<file path="src/rtl/outport_arbiter.sv">
// outport_arbiter: round-robin wormhole arbiter with downstream credit tracking for one output port.
// Optional watchdog on stalled grants: define OUTPORT_ARB_WATCHDOG_EN.
`ifndef NEXTHOPWIDTH
`define NEXTHOPWIDTH 5
`endif
module outport_arbiter #(
   parameter int NUM_IN  = `NEXTHOPWIDTH,
   parameter int CREDITS = 4,
   parameter int CW      = 3
`ifdef OUTPORT_ARB_WATCHDOG_EN
   , parameter int WD_BITS = 10
`endif
) (
   input  logic              clk,
   input  logic              rst_n,
   input  logic [NUM_IN-1:0] req,
   input  logic [NUM_IN-1:0] head_vld,
   input  logic [NUM_IN-1:0] head_tail,
   input  logic              credit_ret,
   output logic [NUM_IN-1:0] sel,
   output logic              oktosend,
   output logic              cred_err
`ifdef OUTPORT_ARB_WATCHDOG_EN
   , output logic            wd_err
`endif
);
   localparam int PW = NUM_IN > 1 ? $clog2(NUM_IN) : 1;
   typedef enum logic {IDLE, LOCKED} state_t;
   state_t            state, state_nxt;
   logic [NUM_IN-1:0] sel_nxt;
   logic [PW-1:0]     rr_ptr, rr_nxt, own, own_nxt, gnt_idx, hi_idx, lo_idx;
   logic              hi_hit;
   logic [CW-1:0]     cnt, cnt_nxt;
   logic              cred_err_nxt, xfer, at_max;
   assign oktosend = state == LOCKED && cnt != '0;
   assign xfer     = oktosend && |(sel & head_vld);
   assign at_max   = cnt == CW'(CREDITS);
   // lowest requester at or above rr_ptr, else lowest requester overall (wrap)
   always_comb begin
      hi_idx = '0;
      lo_idx = '0;
      hi_hit = 1'b0;
      for (int j = NUM_IN - 1; j >= 0; j--) begin
         if (req[j]) begin
            lo_idx = PW'(j);
            if (PW'(j) >= rr_ptr) begin
               hi_idx = PW'(j);
               hi_hit = 1'b1;
            end
         end
      end
      gnt_idx = hi_hit ? hi_idx : lo_idx;
   end
   always_comb begin
      state_nxt = state;
      sel_nxt   = sel;
      own_nxt   = own;
      rr_nxt    = rr_ptr;
      if (state == IDLE) begin
         if (|req) begin
            state_nxt = LOCKED;
            sel_nxt   = NUM_IN'(1) << gnt_idx;
            own_nxt   = gnt_idx;
         end
      end else if (xfer && |(sel & head_tail)) begin
         state_nxt = IDLE;
         sel_nxt   = '0;
         rr_nxt    = own == PW'(NUM_IN - 1) ? '0 : own + PW'(1);
      end
   end
   assign cnt_nxt = (xfer && !credit_ret) ? cnt - CW'(1) :
                    (!xfer && credit_ret && !at_max) ? cnt + CW'(1) : cnt;
   assign cred_err_nxt = cred_err | (credit_ret & at_max);
   always_ff @(posedge clk or negedge rst_n) begin
      if (!rst_n) begin
         state    <= IDLE;
         sel      <= '0;
         own      <= '0;
         rr_ptr   <= '0;
         cnt      <= CW'(CREDITS);
         cred_err <= 1'b0;
      end else begin
         state    <= state_nxt;
         sel      <= sel_nxt;
         own      <= own_nxt;
         rr_ptr   <= rr_nxt;
         cnt      <= cnt_nxt;
         cred_err <= cred_err_nxt;
      end
   end
`ifdef OUTPORT_ARB_WATCHDOG_EN
   logic [WD_BITS-1:0] wd_cnt, wd_nxt;
   // release always coincides with a transfer, so IDLE entry clears too
   assign wd_nxt = (state != LOCKED || xfer) ? '0 : &wd_cnt ? wd_cnt : wd_cnt + WD_BITS'(1);
   always_ff @(posedge clk or negedge rst_n) begin
      if (!rst_n) begin
         wd_cnt <= '0;
         wd_err <= 1'b0;
      end else begin
         wd_cnt <= wd_nxt;
         wd_err <= wd_err | &wd_nxt;
      end
   end
`endif
endmodule

</file>
<file path="config.mk">
export PLATFORM = sky130hd
export DESIGN_NAME = outport_arbiter
export DESIGN_NICKNAME = d
export VERILOG_FILES = /design/src/rtl/outport_arbiter.sv
export SDC_FILE = /design/constraint.sdc
export NUM_CORES = 1
export LEC_CHECK = 0
export ABC_CLOCK_PERIOD_IN_PS = 2300
export CAP_MARGIN = 20
export CORE_ASPECT_RATIO = 0.75
export CORE_MARGIN = 5
export CORE_UTILIZATION = 48
export CTS_CLUSTER_SIZE = 24
export DETAILED_ROUTE_END_ITERATION = 10
export PLACE_DENSITY = 0.9
export SLEW_MARGIN = 20
export SYNTH_ARGS = -nofsm -noshare
export SYNTH_HDL_FRONTEND = slang
export SYNTH_SLANG_ARGS = --single-unit
</file>
<file path="constraint.sdc">
create_clock -name clk -period 2.3 [get_ports clk]
set_input_delay 0.23 -clock clk [delete_from_list [all_inputs] [get_ports clk]]
set_output_delay 0.23 -clock clk [all_outputs]
set_load 0.01 [all_outputs]
</file>
==> results by stage <==
Run status:
- The run finished with clean final reports.

Clock network:
- The TritonCTS buffer count is 3.
- The count of hold-fix buffers inserted at cts is 0.
- The maximum count of clock buffers along a single path is 2.
- TritonCTS built the clock tree.
- Post-CTS timing repair inserted 0 buffers for setup.
- CTS saw 16 sinks.
- At the later pin of the worst-skew pair, clock insertion delay measures 0.29 ns.
- The H-tree depth reported by CTS is 1.
- The post-CTS resize count is 0.
- Clock tree synthesis selected as its root buffer the cell clkbuf_4.
- After clock tree synthesis, the clock-pin slew on the worst setup and hold paths is 0.10 ns.

Timing:
- Measured against its own limit, the worst slew margin works out to 52.33%.
- The worst hold slack is 0.3499 ns.
- The worst-case clock skew is 0.001147 ns.
- The final hold violation count is 0.
- The highest achievable clock rate is 468.8 MHz.
- At the pin with the least slew margin, the transition time is 0.7128 ns.
- The number of max-slew violations in the final report came to 0.
- Setup repair after global routing left no endpoint under its margin.
- The clock period minus final worst setup slack is 2.133 ns.
- Setup violations remaining at the end of the flow were counted as 0.
- The final critical path takes up 92.75% of the cycle.
- Setup total negative slack on the finished layout was measured at 0 ns.

Cells and area:
- Fill cells in the final layout number ~160.
- Compared with the post-synthesis result, the final layout area differs by 31.25%.
- The number of nets in the final layout is approximately 160.
- The fraction of final layout cells with drive strength greater than 1 is 14.29%.
- The number of antenna diodes in the final layout is 0.

Floorplanning:
- The effective utilization at floorplan is 51.23%.
- In this run the count of I/O pins placed on the die edge is 25.
- The die is about 64 um wide.
- The vertical extent of the die is 50.33 um.
- The initialized floorplan defines 14 standard-cell rows.
- The die area is 3210 um^2.
- In this run the standard cell core region covers 2032 um^2.

Synthesis:
- After synthesis, the most frequently instantiated cells are 15 x dfrtp_1, 15 x inv_1, 9 x nand2_1.
- Synthesis inferred 16 register bits.
- By area the synthesized netlist is led by dfrtp_1 36%, inv_1 5.4%, mux2i_1 4.8%.
- For this run, the leading register cell type out of synthesis is dfrtp_1.
- After technology mapping, the gate count stands at 110.
- The synthesized design spends more area on one cell type than any other, namely dfrtp_1.
- The share of synthesized area in the top cell type comes to approximately 36%.
- For this run, the register share of the synthesized area comes to 38.58%.
- The number of unique standard cell types used by synthesis is 43.
- The proportion of register bits with asynchronous set or reset after synthesis is between 90% and 100%.
- The synthesized design contains 0 enable-type register cells.
- The number of nets handed over by synthesis was ~130.
- Each instance of the synthesized netlist takes up on average ~9.5 um^2.
- For this run, the number of Yosys warnings is 0.
- In this run the cell area of the synthesized design comes to 1041 um^2.

Place:
- The routability congestion estimate is a little under 0.9.
- After legalization and detailed placement, the total HPWL measured 2145 um.
- Port buffering added 24 buffers.

Worst setup path:
- STA classifies the critical path startpoint as a flop.
- In this run the worst path has a maximum fanout of 4.
- The required time of the critical path is 2.54 ns.
- The beginning of the worst register-to-register path is sel[3].
- STA classifies the critical path endpoint as a flop.
- Following the worst setup path forward leads to its endpoint at cnt[1].
- The category of the most critical setup path is reg -> reg.
- Counting cells, the worst reg-to-reg path comes to 6.
- The worst stage delay on the critical path is 0.45 ns.
- The start point of the critical path is sel[3].
- The cell type of the slowest stage on the worst timing path is a222oi_1.
- The worst register-to-register path has a setup slack of roughly 0.17 ns.
- The destination of the worst register-to-register timing path is cnt[1].
- At the worst endpoint, the arrival time is 2.38 ns.
- Traced cell by cell, the critical path runs through a222oi_1 -> a31oi_2 -> or2b_1 -> fa_1 -> a221oi_1 -> a21o_2.

GRT:
- Entering global routing, the biggest net connects 17 pins.
- The initial antenna violation count is 0.
- The first global-routing pass estimated 4636 um of wire.
- The residual overflow from global routing is 0.
- The total routing resource utilization after global routing is roughly 18%.
- The number of global-route vias before repair was 1,000.

Detailed routing:
- After detailed routing, the average wire length per cell comes to 16.45 um.
- After the first detailed-routing iteration, the DRC count stood at 42.
- Using the TritonRoute via totals, the vias-per-cell ratio works out to 5.951.
- After detailed routing, the total wire length is 2698 um.
- For this run, design rule violations remaining after detail routing come to 0.
- The total vias in the final route is 976.
- The detail route stage leaves a number of antenna-violating nets equal to 0.
- The pre-antenna-repair detailed-routing pass consisted of 4 iterations.

Pwr:
- Across the VDD grid, the largest voltage drop is 0.7437 mV.
- The total power draw is ~1.7 mW.
- The ratio of total power to cell area is 1213 nW/um^2.
- For this design the static power due to leakage is 0.5729 nW.

Min path:
- In this run the worst hold path is classified as in -> async.

Job:
- Across the run, the number of max-cap violations was 0.
-- cell type report --
type / count / area, um^2 / area share [%]
Timing Repair Buffer: 27 / 262.8 / 19.23
Clock buffer: 4 / 36.28 / 2.656
Sequential cell: 16 / 401.6 / 29.40
Tap cell: 24 / 30.03 / 2.198
Multi-Input combinational cell: 78 / 579.3 / 42.40
Inverter: 15 / 56.30 / 4.121
-- layout by cell type, fill, tap and decap left out, types with 2 or more instances in the layout --
| cell type | netlist | final |
|---|---|---|
| a21boi_0 | 2 | 2 |
| a21o_2 | 2 | 2 |
| a21oi_1 | 4 | 4 |
| a222oi_1 | 2 | 2 |
| buf_4 | 0 | 3 |
| clkbuf_4 | 0 | 3 |
| clkdlybuf4s50_1 | 0 | 24 |
| dfrtp_1 | 15 | 15 |
| ha_1 | 2 | 2 |
| inv_1 | 15 | 15 |
| mux2_2 | 3 | 3 |
| mux2i_1 | 5 | 5 |
| nand2_1 | 9 | 9 |
| nand2b_1 | 4 | 4 |
| nor2_1 | 5 | 5 |
| nor2b_1 | 2 | 2 |
| o21ai_0 | 6 | 6 |
| o21ai_1 | 3 | 3 |
| o32ai_1 | 4 | 4 |
-- critical path: cells and delay by family (launching register included) --
family                     cells  cell delay [ns]
AOI/OAI and AO/OA              4             1.05
and+or+nand+nor                1             0.19
adders and majority gates      1             0.42
DFF                            1             0.43
-- per-stage QoR --
| stage | utilization (%) | area, um^2 | std cells | setup WS [ns] |
|---|---|---|---|---|
| after floorplan | - | 1041 | 110 | 0.1550 |
| after global placement | 65.46 | 1330 | 160 | 0.03809 |
| after detailed placement | 65.46 | 1330 | 160 | -0.03907 |
| after CTS | 67.24 | 1366 | 164 | 0.1685 |
| after global routing | 67.24 | 1366 | 164 | 0.02715 |
| final | 67.24 | 1366 | 164 | 0.1668 |
-- registers in the layout (all words and copies together) (netlist names) --
| signal | count |
|---|---|
| own | 3 |
| rr_ptr | 3 |
| cnt | 3 |
| state | 1 |
| cred_err | 1 |
| sel | 5 |
-- worst min-delay path by stage --
stage | startpoint | endpoint | cells after the start
finish | rst_n | rr_ptr[0] | 1
global route | rst_n | own[1] | 1
CTS | rst_n | own[1] | 1
detailed placement | cred_err | cred_err | 1
global placement | cred_err | cred_err | 1
floorplan | rst_n | cnt[0] | 0
-- layer usage --
layer | up-vias | wire [um] | track usage [%]
li1 | 464 | - | -
met1 | 472 | 1207 | 23.30
met2 | 34 | 1278 | 29.39
met3 | 6 | 174 | 5.357
met4 | 0 | 38 | 5.536
met5 | - | 0 | 0
-- kinds of logic after synthesis --
| kind of cell | count (synthesis) | share of synthesized area (%) |
|---|---|---|
| compound gates | 39 | 28.85 |
| xor+xnor | 1 | 0.8415 |
| fa+ha+maj | 3 | 4.327 |
| buf+inv | 16 | 5.769 |
| flops | 16 | 38.58 |
| mux | 8 | 8.053 |
| simple gates | 27 | 13.58 |
-- power by group --
group / switching (mW) / leakage (nW) / internal [mW]
Sequential: 0.152 / 0.196 / 0.408
Combinational: 0.451 / 0.356 / 0.451
Clock: 0.0990 / 0.0210 / 0.0966
Power figures use the tool's default switching activity.
